==> src/rtl/i2c_slave_receive_byte.sv <==
// I2C target byte receiver: detects START/STOP, matches a 7-bit write address, ACKs and delivers data bytes.
// Optional clock stretching until the consumer acknowledges is enabled by defining I2C_SLAVE_RX_STRETCH_EN.
module i2c_slave_receive_byte #(
    parameter logic [6:0] SLAVE_ADDR  = 7'h50,
    parameter int         SYNC_STAGES = 2       // must be at least 2
) (
    input  logic       clk,
    input  logic       reset,
    input  logic       scl_in,
    input  logic       sda_in,
    output logic       sda_oe,
    output logic       scl_oe,
    input  logic       ack_enable,
    input  logic       rd_ack,
    output logic [7:0] data_out,
    output logic       data_valid,
    output logic       addressed,
    output logic       start_det,
    output logic       stop_det
);

    typedef enum logic [2:0] {
        IDLE,
        ADDR,
        ADDR_ACK,
        DATA,
        DATA_ACK,
        IGNORE
    } stateType;

    stateType state;
    stateType stateNext;

    logic [SYNC_STAGES-1:0] sclSync;
    logic [SYNC_STAGES-1:0] sdaSync;
    logic                   sclS;
    logic                   sdaS;
    logic                   sclPrev;
    logic                   sdaPrev;
    logic                   sclRise;
    logic                   sclFall;
    logic                   startEv;
    logic                   stopEv;
    logic                   sdaBit;

    logic [6:0] shiftReg;
    logic [2:0] bitCnt;
    logic       ackPhase;
    logic       ackGiven;
    logic       addrMatch;
    logic       byteDone;

    logic       sdaOe;
    logic       sclOe;
    logic       addressedQ;
    logic [7:0] dataOut;
    logic       dataValid;
    logic       startDet;
    logic       stopDet;

    logic       sdaOeNext;
    logic       sclOeNext;
    logic       addressedNext;
    logic [7:0] dataOutNext;
    logic       dataValidNext;

    // Synchronisers idle high so reset release never looks like a bus edge.
    // NOTE: sequential state uses non-blocking assignments so every flop samples pre-edge values.
    always_ff @(posedge clk or posedge reset) begin
        if (reset) begin
            sclSync <= '1;
            sdaSync <= '1;
        end else begin
            sclSync <= {sclSync[SYNC_STAGES-2:0], scl_in};
            sdaSync <= {sdaSync[SYNC_STAGES-2:0], sda_in};
        end
    end

    assign sclS = sclSync[SYNC_STAGES-1];
    assign sdaS = sdaSync[SYNC_STAGES-1];

    // Registered bus events; sdaBit holds the SDA level seen alongside sclRise.
    always_ff @(posedge clk or posedge reset) begin
        if (reset) begin
            sclPrev <= 1'b1;
            sdaPrev <= 1'b1;
            sclRise <= 1'b0;
            sclFall <= 1'b0;
            startEv <= 1'b0;
            stopEv  <= 1'b0;
            sdaBit  <= 1'b1;
        end else begin
            sclPrev <= sclS;
            sdaPrev <= sdaS;
            sclRise <= sclS & ~sclPrev;
            sclFall <= ~sclS & sclPrev;
            startEv <= sclS & sclPrev & sdaPrev & ~sdaS;
            stopEv  <= sclS & sclPrev & ~sdaPrev & sdaS;
            sdaBit  <= sdaS;
        end
    end

    assign byteDone  = sclRise && (bitCnt == 3'd7);
    assign addrMatch = (shiftReg == SLAVE_ADDR) && !sdaBit;

    always_ff @(posedge clk or posedge reset) begin
        if (reset) begin
            state <= IDLE;
        end else begin
            state <= stateNext;
        end
    end

    // NOTE: every combinational output gets a default first, so no path can infer a latch.
    always_comb begin
        stateNext = state;
        if (startEv) begin
            stateNext = ADDR;
        end else if (stopEv) begin
            stateNext = IDLE;
        end else begin
            case (state)
                ADDR: begin
                    if (byteDone) begin
                        stateNext = addrMatch ? ADDR_ACK : IGNORE;
                    end
                end
                ADDR_ACK: begin
                    if (sclFall && ackPhase) begin
                        stateNext = DATA;
                    end
                end
                DATA: begin
                    if (byteDone) begin
                        stateNext = DATA_ACK;
                    end
                end
                DATA_ACK: begin
                    if (sclFall && ackPhase) begin
                        stateNext = ackGiven ? DATA : IGNORE;
                    end
                end
                default: stateNext = state;
            endcase
        end
    end

    // ackPhase separates the 8th SCL fall (start driving) from the 9th (release).
    always_ff @(posedge clk or posedge reset) begin
        if (reset) begin
            shiftReg <= '0;
            bitCnt   <= '0;
            ackPhase <= 1'b0;
            ackGiven <= 1'b0;
        end else if (startEv || stopEv) begin
            bitCnt   <= '0;
            ackPhase <= 1'b0;
        end else begin
            case (state)
                ADDR, DATA: begin
                    if (sclRise) begin
                        shiftReg <= {shiftReg[5:0], sdaBit};
                        bitCnt   <= bitCnt + 3'd1;
                    end
                end
                ADDR_ACK: begin
                    if (sclFall) begin
                        ackPhase <= !ackPhase;
                    end
                end
                DATA_ACK: begin
                    if (sclFall) begin
                        ackPhase <= !ackPhase;
                        if (!ackPhase) begin
                            ackGiven <= ack_enable;
                        end
                    end
                end
                default: ;
            endcase
        end
    end

`ifdef I2C_SLAVE_RX_STRETCH_EN
    // rdSeen remembers an rd_ack that arrived before the 8th fall, so no stretch is needed.
    logic rdSeen;

    always_ff @(posedge clk or posedge reset) begin
        if (reset) begin
            rdSeen <= 1'b0;
        end else if (startEv || stopEv || dataValidNext) begin
            rdSeen <= 1'b0;
        end else if (rd_ack) begin
            rdSeen <= 1'b1;
        end
    end
`else
    logic unusedRdAck;
    assign unusedRdAck = rd_ack;
`endif

    always_comb begin
        sdaOeNext     = sdaOe;
        sclOeNext     = sclOe;
        addressedNext = addressedQ;
        dataOutNext   = dataOut;
        dataValidNext = 1'b0;
`ifdef I2C_SLAVE_RX_STRETCH_EN
        if (sclOe && rd_ack) begin
            sclOeNext = 1'b0;
        end
`endif
        if (startEv || stopEv) begin
            sdaOeNext     = 1'b0;
            sclOeNext     = 1'b0;
            addressedNext = 1'b0;
        end else begin
            case (state)
                ADDR_ACK: begin
                    if (sclFall) begin
                        if (!ackPhase) begin
                            sdaOeNext     = 1'b1;
                            addressedNext = 1'b1;
                        end else begin
                            sdaOeNext = 1'b0;
                        end
                    end
                end
                DATA: begin
                    if (byteDone) begin
                        dataOutNext   = {shiftReg, sdaBit};
                        dataValidNext = 1'b1;
                    end
                end
                DATA_ACK: begin
                    if (sclFall) begin
                        if (!ackPhase) begin
                            sdaOeNext = ack_enable;
`ifdef I2C_SLAVE_RX_STRETCH_EN
                            sclOeNext = !(rdSeen || rd_ack);
`endif
                        end else begin
                            sdaOeNext = 1'b0;
                        end
                    end
                end
                default: ;
            endcase
        end
`ifndef I2C_SLAVE_RX_STRETCH_EN
        sclOeNext = 1'b0;
`endif
    end

    // Pad enables reset asynchronously, so the bus is released the moment reset asserts.
    always_ff @(posedge clk or posedge reset) begin
        if (reset) begin
            sdaOe      <= 1'b0;
            sclOe      <= 1'b0;
            addressedQ <= 1'b0;
            dataOut    <= 8'h00;
            dataValid  <= 1'b0;
            startDet   <= 1'b0;
            stopDet    <= 1'b0;
        end else begin
            sdaOe      <= sdaOeNext;
            sclOe      <= sclOeNext;
            addressedQ <= addressedNext;
            dataOut    <= dataOutNext;
            dataValid  <= dataValidNext;
            startDet   <= startEv;
            stopDet    <= stopEv;
        end
    end

    assign sda_oe     = sdaOe;
    assign scl_oe     = sclOe;
    assign addressed  = addressedQ;
    assign data_out   = dataOut;
    assign data_valid = dataValid;
    assign start_det  = startDet;
    assign stop_det   = stopDet;

endmodule

==> config.mk <==
export PLATFORM = sky130hd
export DESIGN_NAME = i2c_slave_receive_byte
export DESIGN_NICKNAME = d
export VERILOG_FILES = /design/src/rtl/i2c_slave_receive_byte.sv
export SDC_FILE = /design/constraint.sdc
export NUM_CORES = 1
export LEC_CHECK = 0
export ABC_AREA = 1
export ABC_CLOCK_PERIOD_IN_PS = 2650
export BUFFER_PORTS_ARGS = -buffer_cell sky130_fd_sc_hd__buf_4
export CAP_MARGIN = 20
export CORE_MARGIN = 2
export CORE_UTILIZATION = 40
export CTS_CLUSTER_DIAMETER = 80
export DETAILED_ROUTE_END_ITERATION = 8
export PLACE_DENSITY = 0.7
export SLEW_MARGIN = 20
export SYNTH_ARGS = -nofsm -noshare
export SYNTH_HDL_FRONTEND = slang
export SYNTH_SLANG_ARGS = --single-unit
==> constraint.sdc <==
create_clock -name clk -period 2.65 [get_ports clk]
set_input_delay 0.53 -clock clk [delete_from_list [all_inputs] [get_ports clk]]
set_output_delay 0.53 -clock clk [all_outputs]
set_load 0.1 [all_outputs]
==> flow_metrics.py, run 1 <==
metrics = {
    "setup_path": {
        "crit_path_max_fanout": 15,
        "worstSetupStartpointType": "flop",
        "worst_path_cell_with_the_longest_stage_delay": "sky130_fd_sc_hd__dfrtp_1",
        "cp-end-kind": "flop",
        "worst-setup-path-type": "reg -> reg",
        "timing.critical_path.max_delay_family": "simple AND/OR/NAND/NOR gates",
        "worst_ep_required_time_ns": 2.82,
        "slowest_delay_ns": 0.39,
        "timing.critical_path.arrival_ns": 1.75,
        "worst_path_cell_trace": "ha_1 > ha_1 > nand2_1 > inv_1 > nand3_2 > nand2_1 > o21ai_2",
        "critical_path_buf_inv_count": 1,
    },
    "placed_design": {
        "placed_cells_incl_taps": 230,
        "port_buffers": 17,
        "detailed_place_hpwl_um": 1755,
        "gp_routability_congestion": 0.7836,
    },
    "sta": {
        "hold_ws_ns": 0.3433,
        "finalSetupViolations": 0,
        "setup_tns_ns": 0,
        "final_min_period_over_clock_period_pct": 59.60,
        "grt_setup_unrepaired": "no",
        "finalClockSkew_ns": 0.006730,
        "period_minus_slack_ns": 1.579,
        "hold_viol": 0,
        "final_max_slew_viol_count": 0,
        "achievable-frequency_mhz": 633.1,
    },
    "synthesis": {
        "netlist_instances": 166,
        "ys_seq_elements": 38,
        "netlist.top_cell.by_area": "sky130_fd_sc_hd__dfrtp_1",
        "synth.top_cells.by_area": "sky130_fd_sc_hd__dfrtp_1 (49%), sky130_fd_sc_hd__dfstp_2 (9.7%), sky130_fd_sc_hd__nand2_1 (9.2%), sky130_fd_sc_hd__o21ai_2 (4.8%), sky130_fd_sc_hd__nand3_1 (4.0%)",
        "netlist_top_cells_count": "sky130_fd_sc_hd__nand2_1 (40), sky130_fd_sc_hd__dfrtp_1 (32), sky130_fd_sc_hd__inv_1 (16), sky130_fd_sc_hd__nand3_1 (13), sky130_fd_sc_hd__nor2_1 (12)",
        "synth_ff_type": "sky130_fd_sc_hd__dfrtp_1",
        "synth.top_cell.area_share_pct": 49.08,
        "syn-cell-area_um2": 1632,
        "synthesis.area_per_instance_um2": 9.829,
        "ys_seq_area_share_pct": 58.74,
        "synth_edf_count": 0,
        "net_count_after_synthesis": 174,
        "ys_async_sr_fraction_pct": 100.0,
        "synthDistinctLibCells": 24,
        "synth_warn": 0,
        "post-synth-top-count-cell": "sky130_fd_sc_hd__nand2_1",
    },
    "final_layout": {
        "fillCellCount": 402,
        "non_filler_cells_final": 238,
        "final_net_count": 195,
        "area_growth_pct": 14.72,
        "drive_gt1_share_pct": 30.32,
        "diodes": 0,
    },
    "cts": {
        "clk_pin_slew_worst_paths_ns": 0.08,
        "clock_path_buffers": 2,
        "post_cts_buffers": 0,
        "tritoncts_num_sinks": 38,
        "clock_latency_ns": 0.29,
        "tritoncts": "done",
        "cts_root_buf": "sky130_fd_sc_hd__clkbuf_8",
        "cts-resized-gates": 0,
        "cts_inserted_buffers": 5,
        "postCtsHoldBufs": 0,
        "htree_num_levels": 2,
    },
    "detailed_routing": {
        "route.final.wire_length_um": 2476,
        "first_iter_violations": 46,
        "via_per_instance_ratio": 4.441,
        "detail_route.first_pass.iterations": 4,
        "routedWlPerCell_um": 10.40,
        "final_antenna_net_count": 0,
        "detail_route.drc_violations": 0,
        "vias": 1057,
    },
    "worst_hold_path": {
        "holdCritPathClass": "in -> async",
    },
    "grt": {
        "antenna_violations_before_repair": 0,
        "pin_count_of_the_biggest_net_entering_global_routing": 39,
        "track_usage_pct": 12.92,
        "grt_first_pass_wirelength_um": 4209,
        "gr-total-overflow": 0,
        "first_global_vias": 950,
    },
    "die": {
        "io-pin-count": 20,
        "placementRows": 23,
        "die_h_um": 67.87,
        "die_w_um": 67.87,
        "fp.coreArea_um2": 3971,
        "fp.dieArea_um2": 4606,
        "initial_core_util_pct": 41.08,
    },
    "pwr": {
        "power.density_cell_area_nw_per_um2": 844.8,
        "design_power_total_mw": 1.581,
        "irDropWorstVdd_v": 0.0003628,
        "cellLeakagePower_nw": 0.9382,
    },
    "run_status": {
        "outcome": "finished, final reports clean",
    },
    "flow_run": {
        "timing.max_cap.violations": 0,
    },
}
-- metal layers --
layer / track usage, % / part of all wire, % / vias up / wire length, um
met5: 0 / 0 / - / 0
met4: 7.500 / 2.5 / 0 / 61
met3: 4.934 / 5.2 / 5 / 128
met2: 19.61 / 45 / 21 / 1102
met1: 15.74 / 48 / 470 / 1184
li1: - / - / 561 / -
-- layout make-up --
class	instances	area [um^2]	area share, %
Multi-Input combinational cell	103	553.0	29.55
Sequential cell	38	958.4	51.20
Tap cell	50	62.56	3.342
Clock inverter	1	7.507	0.4011
Timing Repair Buffer	18	135.1	7.219
Inverter	21	78.83	4.211
Clock buffer	7	76.32	4.078
-- sequential cells by signal, indices dropped and copies added (netlist names), 2 cells and up --
signal,count
sclSync,2
bitCnt,3
shiftReg,7
data_out,8
state,3
sdaSync,2
-- placed cells by master, fill, tap and decap left out --
| master | netlist | routed |
|---|---|---|
| sky130_fd_sc_hd__nand2_1 | 40 | 40 |
| sky130_fd_sc_hd__dfrtp_1 | 32 | 32 |
| sky130_fd_sc_hd__buf_4 | 1 | 18 |
| sky130_fd_sc_hd__inv_1 | 16 | 16 |
| sky130_fd_sc_hd__nand3_1 | 13 | 13 |
| sky130_fd_sc_hd__nor2_1 | 12 | 12 |
| sky130_fd_sc_hd__o21ai_2 | 9 | 9 |
| sky130_fd_sc_hd__o21ai_1 | 7 | 7 |
| sky130_fd_sc_hd__dfstp_2 | 6 | 6 |
| sky130_fd_sc_hd__nand2_2 | 5 | 5 |
| sky130_fd_sc_hd__clkbuf_8 | 0 | 5 |
| sky130_fd_sc_hd__inv_2 | 4 | 4 |
| sky130_fd_sc_hd__nand3_2 | 3 | 3 |
| sky130_fd_sc_hd__a21oi_1 | 3 | 3 |
| sky130_fd_sc_hd__nor3_2 | 2 | 2 |
| sky130_fd_sc_hd__ha_1 | 2 | 2 |
| sky130_fd_sc_hd__clkbuf_1 | 0 | 2 |
| sky130_fd_sc_hd__nor2_2 | 1 | 1 |
| sky130_fd_sc_hd__nor2_4 | 1 | 1 |
| sky130_fd_sc_hd__nand3_4 | 1 | 1 |
| sky130_fd_sc_hd__o21ai_0 | 1 | 1 |
| sky130_fd_sc_hd__nor3_1 | 1 | 1 |
| sky130_fd_sc_hd__clkinv_1 | 1 | 1 |
| sky130_fd_sc_hd__a21oi_2 | 1 | 1 |
| sky130_fd_sc_hd__conb_1 | 1 | 1 |
| sky130_fd_sc_hd__clkinvlp_4 | 0 | 1 |
-- final timing paths --
check | startpoint | to | slack, ns | cells past startpoint
worst min-delay path | reset | data_out[3] | 0.34 | 3
worst max register to register | bitCnt[0] | data_out[2] | 1.07 | 7
max in group asynchronous | reset | sdaSync[0] | 1.96 | 3
worst max-delay path | bitCnt[0] | data_out[2] | 1.07 | 7
worst min register to register | sdaSync[0] | sdaSync[1] | 0.36 | 0
min in group clk | sda_in | sdaSync[0] | 0.34 | 1
-- worst min-delay path: cells and delay by family --
family	cells	cell delay, ns
buf+inv	3	0.54
-- report_power, final --
group          switching (mW)  internal [mW]
registers              0.0872          0.686
logic                   0.298          0.129
clock network           0.195          0.186
-- cell families (layout without fill, tap and decap cells) --
family / count (synthesis) / after routing / share of synthesized area (%)
adder cells (fa/ha/maj): 2 / 2 / 1.533
buffers and inverters: 25 / 47 / 7.362
AO/OA/AOI/OAI: 21 / 21 / 8.742
other: 1 / 1 / 0.2298
flip-flops: 38 / 38 / 58.74
AND/OR/NAND/NOR: 79 / 79 / 23.39
-- metrics by stage --
stage | setup WS (ns) | cell area [um^2] | util [%]
after global routing | 0.9128 | 1872 | 47.13
after floorplan | 1.209 | 1632 | -
after CTS | 1.036 | 1872 | 47.13
after global placement | 1.095 | 1788 | 45.02
final | 1.071 | 1872 | 47.13
after detailed placement | 1.051 | 1788 | 45.02
(Power assumes the default switching activity.)
==> run 2, diff against run 1 <==
- ABC_CLOCK_PERIOD_IN_PS: 2650 -> 1400
- PLACE_DENSITY: 0.7 -> 0.73
- clock period: 2.65 -> 1.4 ns (I/O delays scaled with it)
==> flow_metrics.py, run 2 (synthesized netlist as in run 1, its figures left out) <==
metrics = {
    "run_status": {
        "outcome": "finished, final reports clean",
    },
    "pwr": {
        "p_switching_mw": 1.112,
        "internal_power_mw": 1.944,
        "clockPowerShare_pct": 23.1,
        "irDropWorstVdd_v": 0.0007451,
        "cellLeakagePower_nw": 0.9666,
        "power.sequential.fraction_pct": 47.9,
        "power.switching_fraction_pct": 36.39,
        "combinational_share_of_power_pct": 28.9,
        "power.density_cell_area_nw_per_um2": 1577,
        "design_power_total_mw": 3.056,
    },
    "die": {
        "fp.dieArea_um2": 4606,
        "initial_core_util_pct": 41.08,
        "die_h_um": 67.87,
        "die_w_um": 67.87,
        "fp.coreArea_um2": 3971,
        "io-pin-count": 20,
        "placementRows": 23,
    },
    "sta": {
        "period_minus_slack_ns": 1.359,
        "hold_viol": 0,
        "finalSetupViolations": 0,
        "final_min_period_over_clock_period_pct": 97.06,
        "final_max_slew_viol_count": 0,
        "grt_setup_unrepaired": "yes",
        "achievable-frequency_mhz": 735.9,
        "finalClockSkew_ns": 0.008934,
    },
    "cts": {
        "postCtsHoldBufs": 0,
        "tritoncts": "done",
        "clock_path_buffers": 2,
        "htree_num_levels": 2,
        "tritoncts_num_sinks": 38,
        "cts_inserted_buffers": 5,
        "cts_root_buf": "sky130_fd_sc_hd__clkbuf_8",
        "clock_latency_ns": 0.29,
        "clk_pin_slew_worst_paths_ns": 0.07,
    },
    "grt": {
        "first_global_vias": 1098,
        "gr-total-overflow": 0,
        "track_usage_pct": 14.28,
        "antenna_violations_before_repair": 0,
        "pin_count_of_the_biggest_net_entering_global_routing": 39,
        "grt_first_pass_wirelength_um": 4671,
    },
    "setup_path": {
        "cpMostUsedCell": "sky130_fd_sc_hd__nand2_1",
        "timing.critical_path.max_delay_family": "flip-flops",
        "critical_path_buf_inv_count": 1,
        "timing.critical_path.arrival_ns": 1.55,
        "worst_ep_required_time_ns": 1.59,
        "worstSetupStartpointType": "flop",
        "slowest_delay_ns": 0.38,
        "crit_path_max_fanout": 4,
        "worst_path_cell_with_the_longest_stage_delay": "sky130_fd_sc_hd__dfrtp_1",
        "cp-end-kind": "flop",
        "worst_path_cell_trace": "ha_2 > ha_1 > nand2_1 > inv_2 > a21oi_4 > nand2_2 > nand3_1 > nand2_1",
        "worst-setup-path-type": "reg -> reg",
    },
    "final_layout": {
        "largest_register_ffs": 8,
        "finalInstanceArea_um2": 1938,
        "multi_input_comb_area_um2": 568.0,
        "drive_gt1_share_pct": 32.29,
        "fillCellCount": 372,
        "layout.cells.most_common_list": "sky130_fd_sc_hd__nand2_1 (40), sky130_fd_sc_hd__dfrtp_1 (32), sky130_fd_sc_hd__buf_4 (20)",
        "diodes": 0,
        "non_filler_cells_final": 242,
        "register_area_um2": 958.4,
        "final_net_count": 199,
        "mostFrequentLayoutCell": "sky130_fd_sc_hd__nand2_1",
        "area_growth_pct": 18.79,
    },
    "placed_design": {
        "dpl_cell_area_um2": 1836,
        "gp_routability_congestion": 0.7930,
        "detailed_place_hpwl_um": 1921,
        "placed_cells_incl_taps": 233,
        "port_buffers": 17,
    },
    "detailed_routing": {
        "route.final.wire_length_um": 2644,
        "vias": 1079,
        "final_antenna_net_count": 0,
        "detail_route.drc_violations": 0,
        "detail_route.first_pass.iterations": 4,
        "via_per_instance_ratio": 4.459,
        "routedWlPerCell_um": 10.93,
        "first_iter_violations": 43,
    },
    "worst_hold_path": {
        "holdCritPathClass": "in -> async",
    },
    "flow_run": {
        "timing.max_cap.violations": 0,
    },
}
## run 2: cell types whose count changed in the layout (fill, tap and decap cells not counted), sizes merged
cell | previous run | this run
buf | 18 | 22
clkbuf | 7 | 8
clkinvlp | 1 | 0
## run 2: final timing paths
kind / start / endpoint / slack, ns / cells after the start
max in group asynchronous: reset / sdaBit / 1.11 / 3
min in group clk: scl_in / sclSync[0] / 0.10 / 1
hold / removal: reset / state[0] / 0.04 / 3
setup reg to reg: bitCnt[0] / state[2] / 0.04 / 8
hold reg to reg: sdaSync[0] / sdaSync[1] / 0.36 / 0
setup / recovery: bitCnt[0] / state[2] / 0.04 / 8
## run 2: final cells by class
type	instances	area share (%)
inverters	21	4.067
multi-input cells	103	29.31
well taps	50	3.228
flip-flops and latches	38	49.45
repair buffers	22	9.813
clock buffers	8	4.132
## run 2: worst min-delay path: cells and delay by family
kind,cells,cell delay [ns]
buffers and inverters,3,0.41
## run 2: layer usage
| metal | up-vias | global-route usage, % | share of wire, % |
|---|---|---|---|
| met5 | - | 0 | 0 |
| met4 | 0 | 7.250 | 1.4 |
| met3 | 5 | 5.592 | 3.4 |
| met2 | 16 | 22.92 | 48 |
| met1 | 489 | 16.61 | 47 |
| li1 | 569 | - | - |
## run 2: repair_timing
| action | 4_1_cts | 5_1_grt |
|---|---|---|
| resized for setup | 1 | 3 |
| pin swaps | 2 | 3 |
| buffers inserted | 1 | 0 |
| setup endpoints to repair | 3 | 6 |
## run 2: metrics by stage
step | worst slack, ns | util, % | setup TNS [ns] | hold slack, ns
global route | -0.01324 | 48.80 | -0.02607 | 0.04115
CTS | 0.001903 | 48.49 | 0 | 0.03093
floorplan | 0.02938 | - | 0 | 0.2845
detailed placement | -0.04881 | 46.22 | -0.1164 | 0.3491
global placement | -0.008681 | 46.22 | -0.008681 | 0.3459
finish | 0.04110 | 48.80 | 0 | 0.03506
## run 2: power groups by stage
stage	Clock, mW	Combinational [mW]	Sequential (mW)
2_1_floorplan	0	0.535	1.60
3_3_place_gp	0	0.831	1.47
3_5_place_dp	0	0.852	1.48
4_1_cts	0.745	0.879	1.46
5_1_grt	0.797	1.00	1.49
6_report	0.707	0.884	1.47
